[config.mk]
export PLATFORM = sky130hd
export DESIGN_NAME = id_ex_stage_reg_flat
export DESIGN_NICKNAME = d
export VERILOG_FILES = /design/src/rtl/id_ex_stage_reg_if.sv /design/src/rtl/id_ex_stage_reg.sv /design/src/flat_wrapper.sv
export SDC_FILE = /design/constraint.sdc
export NUM_CORES = 1
export LEC_CHECK = 0
export ABC_AREA = 0
export CAP_MARGIN = 30
export CELL_PAD_IN_SITES_DETAIL_PLACEMENT = 0
export CELL_PAD_IN_SITES_GLOBAL_PLACEMENT = 1
export CORE_ASPECT_RATIO = 1.25
export CORE_UTILIZATION = 31
export DETAILED_ROUTE_END_ITERATION = 7
export MAX_ROUTING_LAYER = met4
export PLACE_DENSITY = 0.84
export SYNTH_ARGS = -nofsm -noshare
export SYNTH_HDL_FRONTEND = slang
export SYNTH_SLANG_ARGS = --single-unit
[constraint.sdc]
create_clock -name clk -period 2.5 [get_ports clk]
set_input_delay 0.5 -clock clk [delete_from_list [all_inputs] [get_ports clk]]
set_output_delay 0.5 -clock clk [all_outputs]
set_load 0.02 [all_outputs]
[src/rtl/id_ex_stage_reg_if.sv]
// id_ex_stage_reg_if: ID-side inputs, EX-side outputs and stall/hold/flush of the ID/EX register.
interface id_ex_stage_reg_if #(parameter int DATA_W = 32, parameter int REG_AW = 5);
  logic              id_valid, id_regDst, id_branch, id_memRead, id_memToReg;
  logic              id_memWrite, id_alusrc, id_regWrite;
  logic [1:0]        id_aluop;
  logic [DATA_W-1:0] id_pc_plus4, id_rs_data, id_rt_data, id_imm;
  logic [REG_AW-1:0] id_rs, id_rt, id_rd;
  logic [5:0]        id_funct;
  logic              ex_hold, flush, id_stall;
  logic              ex_valid, ex_regDst, ex_branch, ex_memRead, ex_memToReg;
  logic              ex_memWrite, ex_alusrc, ex_regWrite;
  logic [1:0]        ex_aluop;
  logic [DATA_W-1:0] ex_pc_plus4, ex_rs_data, ex_rt_data, ex_imm;
  logic [REG_AW-1:0] ex_rs, ex_rt, ex_rd;
  logic [5:0]        ex_funct;
  modport slave (
    input  id_valid, id_regDst, id_branch, id_memRead, id_memToReg, id_memWrite, id_alusrc,
           id_regWrite, id_aluop, id_pc_plus4, id_rs_data, id_rt_data, id_imm, id_rs, id_rt,
           id_rd, id_funct, ex_hold, flush,
    output id_stall, ex_valid, ex_regDst, ex_branch, ex_memRead, ex_memToReg, ex_memWrite,
           ex_alusrc, ex_regWrite, ex_aluop, ex_pc_plus4, ex_rs_data, ex_rt_data, ex_imm,
           ex_rs, ex_rt, ex_rd, ex_funct
  );
  modport master (
    output id_valid, id_regDst, id_branch, id_memRead, id_memToReg, id_memWrite, id_alusrc,
           id_regWrite, id_aluop, id_pc_plus4, id_rs_data, id_rt_data, id_imm, id_rs, id_rt,
           id_rd, id_funct, ex_hold, flush,
    input  id_stall, ex_valid, ex_regDst, ex_branch, ex_memRead, ex_memToReg, ex_memWrite,
           ex_alusrc, ex_regWrite, ex_aluop, ex_pc_plus4, ex_rs_data, ex_rt_data, ex_imm,
           ex_rs, ex_rt, ex_rd, ex_funct
  );
endinterface

[src/rtl/id_ex_stage_reg.sv]
// id_ex_stage_reg: ID/EX pipeline register with load-use bubble, hold and flush.
// Optional saturating bubble/flush counters when ID_EX_PERF_CNT_EN is defined.
module id_ex_stage_reg #(
  parameter int DATA_W = 32,
  parameter int REG_AW = 5
) (
  input logic clk,
  input logic rst_n,
  id_ex_stage_reg_if.slave bus
`ifdef ID_EX_PERF_CNT_EN
  ,
  output logic [31:0] perf_bubbles,
  output logic [31:0] perf_flushes
`endif
);
  // control bundle: {regDst, branch, memRead, memToReg, aluop[1:0], memWrite, alusrc, regWrite}
  logic [8:0]        id_ctrl, ctrl_q, ctrl_d;
  logic              valid_q, valid_d, hazard, load, bubble;
  logic [DATA_W-1:0] pc_q, pc_d, rsd_q, rsd_d, rtd_q, rtd_d, imm_q, imm_d;
  logic [REG_AW-1:0] rs_q, rs_d, rt_q, rt_d, rd_q, rd_d;
  logic [5:0]        funct_q, funct_d;
  assign id_ctrl = {bus.id_regDst, bus.id_branch, bus.id_memRead, bus.id_memToReg, bus.id_aluop,
                    bus.id_memWrite, bus.id_alusrc, bus.id_regWrite};
  always_comb begin
    hazard  = bus.id_valid & valid_q & ctrl_q[6] & (rt_q != '0) &
              ((rt_q == bus.id_rs) | (rt_q == bus.id_rt));
    bubble  = ~bus.flush & ~bus.ex_hold & hazard;
    load    = ~bus.flush & ~bus.ex_hold & ~hazard;
    valid_d = bus.flush ? 1'b0 : bus.ex_hold ? valid_q : ~hazard & bus.id_valid;
    ctrl_d  = bus.flush ? '0 : bus.ex_hold ? ctrl_q : (~hazard & bus.id_valid) ? id_ctrl : '0;
    pc_d    = load ? bus.id_pc_plus4 : pc_q;
    rsd_d   = load ? bus.id_rs_data : rsd_q;
    rtd_d   = load ? bus.id_rt_data : rtd_q;
    imm_d   = load ? bus.id_imm : imm_q;
    rs_d    = load ? bus.id_rs : rs_q;
    rt_d    = load ? bus.id_rt : rt_q;
    rd_d    = load ? bus.id_rd : rd_q;
    funct_d = load ? bus.id_funct : funct_q;
  end
  // gated by rst_n so an asserted ex_hold cannot stall IF/ID while in reset
  assign bus.id_stall = rst_n & ~bus.flush & (hazard | bus.ex_hold);
  always_ff @(posedge clk or negedge rst_n)
    if (!rst_n) begin
      valid_q <= 1'b0;
      ctrl_q  <= '0;
      pc_q    <= '0;
      rsd_q   <= '0;
      rtd_q   <= '0;
      imm_q   <= '0;
      rs_q    <= '0;
      rt_q    <= '0;
      rd_q    <= '0;
      funct_q <= '0;
    end else begin
      valid_q <= valid_d;
      ctrl_q  <= ctrl_d;
      pc_q    <= pc_d;
      rsd_q   <= rsd_d;
      rtd_q   <= rtd_d;
      imm_q   <= imm_d;
      rs_q    <= rs_d;
      rt_q    <= rt_d;
      rd_q    <= rd_d;
      funct_q <= funct_d;
    end
  assign bus.ex_valid    = valid_q;
  assign bus.ex_regDst   = ctrl_q[8];
  assign bus.ex_branch   = ctrl_q[7];
  assign bus.ex_memRead  = ctrl_q[6];
  assign bus.ex_memToReg = ctrl_q[5];
  assign bus.ex_aluop    = ctrl_q[4:3];
  assign bus.ex_memWrite = ctrl_q[2];
  assign bus.ex_alusrc   = ctrl_q[1];
  assign bus.ex_regWrite = ctrl_q[0];
  assign bus.ex_pc_plus4 = pc_q;
  assign bus.ex_rs_data  = rsd_q;
  assign bus.ex_rt_data  = rtd_q;
  assign bus.ex_imm      = imm_q;
  assign bus.ex_rs       = rs_q;
  assign bus.ex_rt       = rt_q;
  assign bus.ex_rd       = rd_q;
  assign bus.ex_funct    = funct_q;
`ifdef ID_EX_PERF_CNT_EN
  logic [31:0] bub_q, bub_d, fl_q, fl_d;
  always_comb begin
    bub_d = bub_q + {31'b0, bubble & ~&bub_q};
    fl_d  = fl_q + {31'b0, bus.flush & ~&fl_q};
  end
  always_ff @(posedge clk or negedge rst_n)
    if (!rst_n) begin
      bub_q <= '0;
      fl_q  <= '0;
    end else begin
      bub_q <= bub_d;
      fl_q  <= fl_d;
    end
  assign perf_bubbles = bub_q;
  assign perf_flushes = fl_q;
`else
  logic unused_bubble;
  assign unused_bubble = bubble;
`endif
endmodule

[src/flat_wrapper.sv]
// flat-port wrapper written by rule: the top's interface ports become plain ports
module id_ex_stage_reg_flat 
#(
  parameter int DATA_W = 32,
  parameter int REG_AW = 5
)
  (clk, rst_n, bus_id_valid, bus_id_regDst, bus_id_branch, bus_id_memRead, bus_id_memToReg, bus_id_memWrite, bus_id_alusrc, bus_id_regWrite, bus_id_aluop, bus_id_pc_plus4, bus_id_rs_data, bus_id_rt_data, bus_id_imm, bus_id_rs, bus_id_rt, bus_id_rd, bus_id_funct, bus_ex_hold, bus_flush, bus_id_stall, bus_ex_valid, bus_ex_regDst, bus_ex_branch, bus_ex_memRead, bus_ex_memToReg, bus_ex_memWrite, bus_ex_alusrc, bus_ex_regWrite, bus_ex_aluop, bus_ex_pc_plus4, bus_ex_rs_data, bus_ex_rt_data, bus_ex_imm, bus_ex_rs, bus_ex_rt, bus_ex_rd, bus_ex_funct);
  id_ex_stage_reg_if #(.DATA_W(DATA_W), .REG_AW(REG_AW)) bus_i ();
  input logic clk;
  input logic rst_n;
  input wire logic [$bits(bus_i.id_valid)-1:0] bus_id_valid;
  input wire logic [$bits(bus_i.id_regDst)-1:0] bus_id_regDst;
  input wire logic [$bits(bus_i.id_branch)-1:0] bus_id_branch;
  input wire logic [$bits(bus_i.id_memRead)-1:0] bus_id_memRead;
  input wire logic [$bits(bus_i.id_memToReg)-1:0] bus_id_memToReg;
  input wire logic [$bits(bus_i.id_memWrite)-1:0] bus_id_memWrite;
  input wire logic [$bits(bus_i.id_alusrc)-1:0] bus_id_alusrc;
  input wire logic [$bits(bus_i.id_regWrite)-1:0] bus_id_regWrite;
  input wire logic [$bits(bus_i.id_aluop)-1:0] bus_id_aluop;
  input wire logic [$bits(bus_i.id_pc_plus4)-1:0] bus_id_pc_plus4;
  input wire logic [$bits(bus_i.id_rs_data)-1:0] bus_id_rs_data;
  input wire logic [$bits(bus_i.id_rt_data)-1:0] bus_id_rt_data;
  input wire logic [$bits(bus_i.id_imm)-1:0] bus_id_imm;
  input wire logic [$bits(bus_i.id_rs)-1:0] bus_id_rs;
  input wire logic [$bits(bus_i.id_rt)-1:0] bus_id_rt;
  input wire logic [$bits(bus_i.id_rd)-1:0] bus_id_rd;
  input wire logic [$bits(bus_i.id_funct)-1:0] bus_id_funct;
  input wire logic [$bits(bus_i.ex_hold)-1:0] bus_ex_hold;
  input wire logic [$bits(bus_i.flush)-1:0] bus_flush;
  output wire logic [$bits(bus_i.id_stall)-1:0] bus_id_stall;
  output wire logic [$bits(bus_i.ex_valid)-1:0] bus_ex_valid;
  output wire logic [$bits(bus_i.ex_regDst)-1:0] bus_ex_regDst;
  output wire logic [$bits(bus_i.ex_branch)-1:0] bus_ex_branch;
  output wire logic [$bits(bus_i.ex_memRead)-1:0] bus_ex_memRead;
  output wire logic [$bits(bus_i.ex_memToReg)-1:0] bus_ex_memToReg;
  output wire logic [$bits(bus_i.ex_memWrite)-1:0] bus_ex_memWrite;
  output wire logic [$bits(bus_i.ex_alusrc)-1:0] bus_ex_alusrc;
  output wire logic [$bits(bus_i.ex_regWrite)-1:0] bus_ex_regWrite;
  output wire logic [$bits(bus_i.ex_aluop)-1:0] bus_ex_aluop;
  output wire logic [$bits(bus_i.ex_pc_plus4)-1:0] bus_ex_pc_plus4;
  output wire logic [$bits(bus_i.ex_rs_data)-1:0] bus_ex_rs_data;
  output wire logic [$bits(bus_i.ex_rt_data)-1:0] bus_ex_rt_data;
  output wire logic [$bits(bus_i.ex_imm)-1:0] bus_ex_imm;
  output wire logic [$bits(bus_i.ex_rs)-1:0] bus_ex_rs;
  output wire logic [$bits(bus_i.ex_rt)-1:0] bus_ex_rt;
  output wire logic [$bits(bus_i.ex_rd)-1:0] bus_ex_rd;
  output wire logic [$bits(bus_i.ex_funct)-1:0] bus_ex_funct;
  assign bus_i.id_valid = bus_id_valid;
  assign bus_i.id_regDst = bus_id_regDst;
  assign bus_i.id_branch = bus_id_branch;
  assign bus_i.id_memRead = bus_id_memRead;
  assign bus_i.id_memToReg = bus_id_memToReg;
  assign bus_i.id_memWrite = bus_id_memWrite;
  assign bus_i.id_alusrc = bus_id_alusrc;
  assign bus_i.id_regWrite = bus_id_regWrite;
  assign bus_i.id_aluop = bus_id_aluop;
  assign bus_i.id_pc_plus4 = bus_id_pc_plus4;
  assign bus_i.id_rs_data = bus_id_rs_data;
  assign bus_i.id_rt_data = bus_id_rt_data;
  assign bus_i.id_imm = bus_id_imm;
  assign bus_i.id_rs = bus_id_rs;
  assign bus_i.id_rt = bus_id_rt;
  assign bus_i.id_rd = bus_id_rd;
  assign bus_i.id_funct = bus_id_funct;
  assign bus_i.ex_hold = bus_ex_hold;
  assign bus_i.flush = bus_flush;
  assign bus_id_stall = bus_i.id_stall;
  assign bus_ex_valid = bus_i.ex_valid;
  assign bus_ex_regDst = bus_i.ex_regDst;
  assign bus_ex_branch = bus_i.ex_branch;
  assign bus_ex_memRead = bus_i.ex_memRead;
  assign bus_ex_memToReg = bus_i.ex_memToReg;
  assign bus_ex_memWrite = bus_i.ex_memWrite;
  assign bus_ex_alusrc = bus_i.ex_alusrc;
  assign bus_ex_regWrite = bus_i.ex_regWrite;
  assign bus_ex_aluop = bus_i.ex_aluop;
  assign bus_ex_pc_plus4 = bus_i.ex_pc_plus4;
  assign bus_ex_rs_data = bus_i.ex_rs_data;
  assign bus_ex_rt_data = bus_i.ex_rt_data;
  assign bus_ex_imm = bus_i.ex_imm;
  assign bus_ex_rs = bus_i.ex_rs;
  assign bus_ex_rt = bus_i.ex_rt;
  assign bus_ex_rd = bus_i.ex_rd;
  assign bus_ex_funct = bus_i.ex_funct;
  id_ex_stage_reg #(.DATA_W(DATA_W), .REG_AW(REG_AW)) u_core (.clk(clk), .rst_n(rst_n), .bus(bus_i));
endmodule
# [Yosys cells after proc, flatten, opt, wreduce, memory -nomap -nowiden]
# Index checks and enable logic that the tools add are counted.
[totals] ff_bits=159 output_inout_bits=160 wordCells=33
[classes] n_eq_ne=3 muxes=5 bitwise_logic=14 n_reduce_logical=1
[ops] op="$mux W9" n=3
[ops] op="$eq A5 B5 Y1" n=2
[ops] op="$and A1 B1 Y1" n=9
[ops] op="$reduce_bool A5 Y1" n=1
[ops] op="$not A1 Y1" n=3
[ops] op="$mux W1" n=2
[ops] op="$ne A2 B1 Y1 const B" n=1
[ops] op="$or A1 B1 Y1" n=2

# [Logic depth before layout (Yosys ltp)]
[depth] word_depth=9 mapped_depth=7

# [Least setup slack after synthesis]
# Ideal clock, no wire load.
[synth_path] kind="reg-to-output" from="reg u_core.rt_q[4], in the netlist u_core.bus.ex_rt[4]" to="out bus_id_stall" arrival_time_ns=1.579 slack_ns=0.421 stages_incl_launch_ff=6 path_buffers=0 cell_sequence="dfrtp_1 > xnor2_1 > nand3_1 > o22ai_1 > a21oi_1 > nor3b_1"
[synth_via] elab_chain_len=5 word_cells_on_any_way=8 classes_between="eq/ne: 2; bitwise: 5; reduce/logical: 1"
[synth_rtl] element="from (decl)" line_no="id_ex_stage_reg.sv:20" text="logic [REG_AW-1:0] rs_q, rs_d, rt_q, rt_d, rd_q, rd_d;"
[synth_rtl] element="from (signal assigned)" line_no="id_ex_stage_reg.sv:62" text="rt_q <= rt_d;"
[synth_rtl] element="$eq A5 B5 Y1 or $reduce_bool A5 Y1 (tied branches)" line_no="id_ex_stage_reg.sv:26, id_ex_stage_reg.sv:25"
[synth_rtl] element="$or A1 B1 Y1 or $and A1 B1 Y1 (tied branches)" line_no="id_ex_stage_reg.sv:26, id_ex_stage_reg.sv:25"
[synth_rtl] element="$and A1 B1 Y1 *" line_no="id_ex_stage_reg.sv:25" text="hazard = bus.id_valid & valid_q & ctrl_q[6] & (rt_q != '0) &"
[synth_rtl] element="$or A1 B1 Y1 *" line_no="id_ex_stage_reg.sv:41" text="assign bus.id_stall = rst_n & ~bus.flush & (hazard | bus.ex_hold);"
[synth_rtl] element="$and A1 B1 Y1 *" line_no="id_ex_stage_reg.sv:41"
[synth_rtl] element="to (decl)" line_no="flat_wrapper.sv:30" text="output wire logic [$bits(bus_i.id_stall)-1:0] bus_id_stall;"
# Mark *: on every way between the ends. The rest lies on a longest branch, timed or not.

# [Final worst setup path]
[layout_path] from="in bus_id_rs[0]" to="out bus_id_stall"
[layout_via] elab_chain_len=5
[layout_rtl] element="from (decl)" line_no="flat_wrapper.sv:24" text="input wire logic [$bits(bus_i.id_rs)-1:0] bus_id_rs;"
[layout_rtl] element="$eq A5 B5 Y1" line_no="id_ex_stage_reg.sv:26" text="((rt_q == bus.id_rs) | (rt_q == bus.id_rt));"
[layout_rtl] element="$or A1 B1 Y1" line_no="id_ex_stage_reg.sv:26"
[layout_rtl] element="$and A1 B1 Y1" line_no="id_ex_stage_reg.sv:25"
[layout_rtl] element="$or A1 B1 Y1" line_no="id_ex_stage_reg.sv:41"
[layout_rtl] element="$and A1 B1 Y1" line_no="id_ex_stage_reg.sv:41"
# No other way between the ends.

==> impl_metrics.json <==
{
  "startpoint_of_the_most_critical_setup_path": "bus_id_rs[0]",
  "instances_no_fill": 981,
  "globalRoute.totalOverflow": 0,
  "starting_utilization_of_the_core_area": 0.3200,
  "final_min_period_over_clock_period": 0.9602,
  "worst_skew_pair.late_latency_ns": 0.42,
  "syn-mean-instance-area_um2": 16.88,
  "die_height_um": 158.5,
  "most-common-layout-cells": "clkdlybuf4s50_1 (319), dfrtp_1 (159), mux2_1 (100)",
  "yosysUniqueCellTypes": 20,
  "final_number_of_hold_violating_endpoints": 0,
  "run_status": "finished, final reports clean",
  "relSlewSlack": 0.4693,
  "routed_wl_um": 16350,
  "initialDrtViolationCount": 124,
  "worst_slack_ns": 0.09951,
  "fp.dieW_um": 127.2,
  "crit-reg2reg-capture": "u_core.bus.ex_rt_data[16]$_DFFE_PN0P_",
  "comb_power_share": 0.265,
  "final_wtd_congestion": 0.7861,
  "tritoncts.num_buffers": 17,
  "nets": 869,
  "post-layout-total-power_mw": 7.704,
  "highest_clock_frequency_the_design_can_meet_mhz": 416.6,
  "dp_slack_ns": -0.5063,
  "syn-cell-area_mm2": 0.006077,
  "setup.worst_path.class": "input pin to output port",
  "worst-path-max-fanout": 2,
  "post_drt_via_cell_ratio": 4.467,
  "grt_first_pass_wirelength_um": 25470,
  "post_drt_wl_per_cell_um": 16.67,
  "worst_clock_skew_ns": 0.006639,
  "drive_gt1_frac": 0.1530,
  "first_global_vias": 4889,
  "critical_path.endpoint_type": "output port",
  "dp.final_hpwl_um": 12750,
  "report.final.slew_viol_count": 0,
  "worstReg2RegStart": "u_core.bus.ex_rt[1]$_DFFE_PN0P_",
  "clock_network_fraction_of_design_power": 0.328,
  "ys_seq_area_frac": 0.6547,
  "hold_path_class": "input pin to async pin",
  "numPlacedInstances": 948,
  "net_switching_power_mw": 2.190,
  "io_buffers": 322,
  "die_footprint_mm2": 0.02017,
  "floorplan.rows": 56,
  "core-area_mm2": 0.01899,
  "clk_transition_reported_paths_ns": 0.06,
  "syn_nets": 523,
  "reg2reg_slack_ns": 0.25,
  "cts_post_setup_buffers_inserted": 0,
  "mostFrequentLayoutCell": "clkdlybuf4s50_1",
  "cts_tree": "yes",
  "ys_ff_latch": 159,
  "cts_hold_buffers": 0,
  "num_clock_sinks": 159,
  "grt_start_max_net_pins": 70,
  "grt_antenna_before_repair": 1,
  "unrepaired_setup_endpoints_after_global_routing": "false",
  "critPathRequiredTime_ns": 2.00,
  "post-route-min-period_ns": 2.400,
  "cts_max_path_buffers": 2,
  "grt_util_all_layers": 0.1718,
  "reg2reg_depth": 8,
  "maxCapViolations": 0,
  "yosys_warnings": 0,
  "worst_ep_arrival_time_ns": 1.90,
  "finalSetupViolCount": 0,
  "switching_power_as_a_share_of_total_power": 0.2842,
  "ir_worst_vdd_v": 0.0004116,
  "timing.critical_path.from_type": "input pin",
  "power.leakage_nw": 4.233,
  "drtAntennaViolNets": 0,
  "cts.htree.levels": 4,
  "internal_power_mw": 5.514,
  "clock_tree.root_cell": "clkbuf_16",
  "synthesis.instances": 360,
  "drt_first_pass_iters": 4,
  "power_per_cell_area_mw_per_mm2": 747.6,
  "power.sequential.fraction": 0.407,
  "num_vias": 4382,
  "worst_tran_pin_value_ns": 0.7961,
  "drt_drc_violations_left": 0,
  "area_growth_pct": 69.57,
  "num_io_pins": 323
}
-- final cells by class --
class | instances | area, µm²
fillers | 1561 | 8683
flip-flops and latches | 159 | 3979
repair buffers | 346 | 3455
multi-input cells | 182 | 1964
clock buffers | 20 | 456.7
well taps | 261 | 326.6
clock inverters | 12 | 121.4
diodes | 1 | 2.502
-- worst max path at each step --
stage                    to  cells past startpoint  slack (ns)
3_3_place_gp   bus_id_stall                      7       -0.46
3_5_place_dp   bus_id_stall                      7       -0.51
4_1_cts        bus_id_stall                      7       0.002
5_1_grt        bus_id_stall                      7        0.02
6_report       bus_id_stall                      7         0.1
2_1_floorplan  bus_id_stall                      5        0.42
-- synthesized netlist by cell type --
cell type  number  area [µm²]
buf_2           5       25.02
dfrtp_1       159        3979
a22o_1          1       8.760
o22ai_1         1       6.260
mux2_2         49       551.8
nor3b_1         1       7.510
mux2_1        100        1126
buf_6          10       112.6
nand2_1         2       7.510
nor2b_1         1       6.260
clkbuf_1        1       3.750
buf_4           2       15.01
nand3_1         3       15.01
nor3_1          1       5.000
buf_1           1       3.750
a32o_1          9       90.09
a21oi_1         2       10.01
xnor2_1        10       87.58
a211oi_2        1       12.51
nor2_1          1       3.750
-- flip-flops by register name, summed over array words and instances (netlist names) --
| signal | flops |
|---|---|
| u_core.bus.ex_funct | 6 |
| u_core.bus.ex_imm | 32 |
| u_core.bus.ex_pc_plus4 | 32 |
| u_core.bus.ex_rd | 5 |
| u_core.bus.ex_rs | 5 |
| u_core.bus.ex_rs_data | 32 |
| u_core.bus.ex_rt | 5 |
| u_core.bus.ex_rt_data | 32 |
| u_core.bus.ex_valid | 1 |
| u_core.ctrl_q | 9 |
-- logic make-up after synthesis --
| logic type | after synthesis | synth area share |
|---|---|---|
| AO/OA/AOI/OAI | 14 | 0.02100 |
| AND/OR/NAND/NOR | 9 | 0.007411 |
| XOR/XNOR | 10 | 0.01441 |
| multiplexers | 149 | 0.2761 |
| buffers and inverters | 19 | 0.02635 |
| flip-flops | 159 | 0.6547 |
-- power groups by stage --
stage	Sequential, mW	Combinational [mW]	Clock, mW
5_1_grt	3.19	2.16	2.72
4_1_cts	3.14	2.07	2.61
3_3_place_gp	3.16	2.03	0
3_5_place_dp	3.19	2.06	0
6_report	3.14	2.04	2.53
2_1_floorplan	3.62	0.393	0
-- per-stage QoR --
| step | instance area [µm²] | hold slack, ns | setup TNS (ns) | util |
|---|---|---|---|---|
| after floorplan | 6077 | 0.2044 | 0 | - |
| after global placement | 9706 | 0.4655 | -8.498 | 0.5111 |
| after detailed placement | 9706 | 0.4737 | -19.44 | 0.5111 |
| after CTS | 10290 | 0.1003 | 0 | 0.5420 |
| after global routing | 10300 | 0.1148 | 0 | 0.5427 |
| final | 10300 | 0.1065 | 0 | 0.5427 |
-- critical path, stage by stage --
cell,delay [ns]
clkdlybuf4s50_1,0.49
xnor2_1,0.13
nand3_1,0.13
o22ai_2,0.20
a21oi_1,0.10
nor3b_2,0.18
buf_4,0.16
-- layer usage --
layer  up-vias  part of all wire  global-route usage
li1       1973                 -                   -
met4         0             0.021             0.06803
met5         -                 0                   -
met1      2169              0.38              0.1838
met2       213              0.53              0.2967
met3        27             0.074             0.05444
-- repair_timing --
item / in CTS / in global routing
cloned: 0 / 0
resized for setup: 7 / 3
pin swaps: 0 / 2
endpoints found under the setup margin: 1 / 1
No activity file was read; power rests on OpenSTA's default activity.
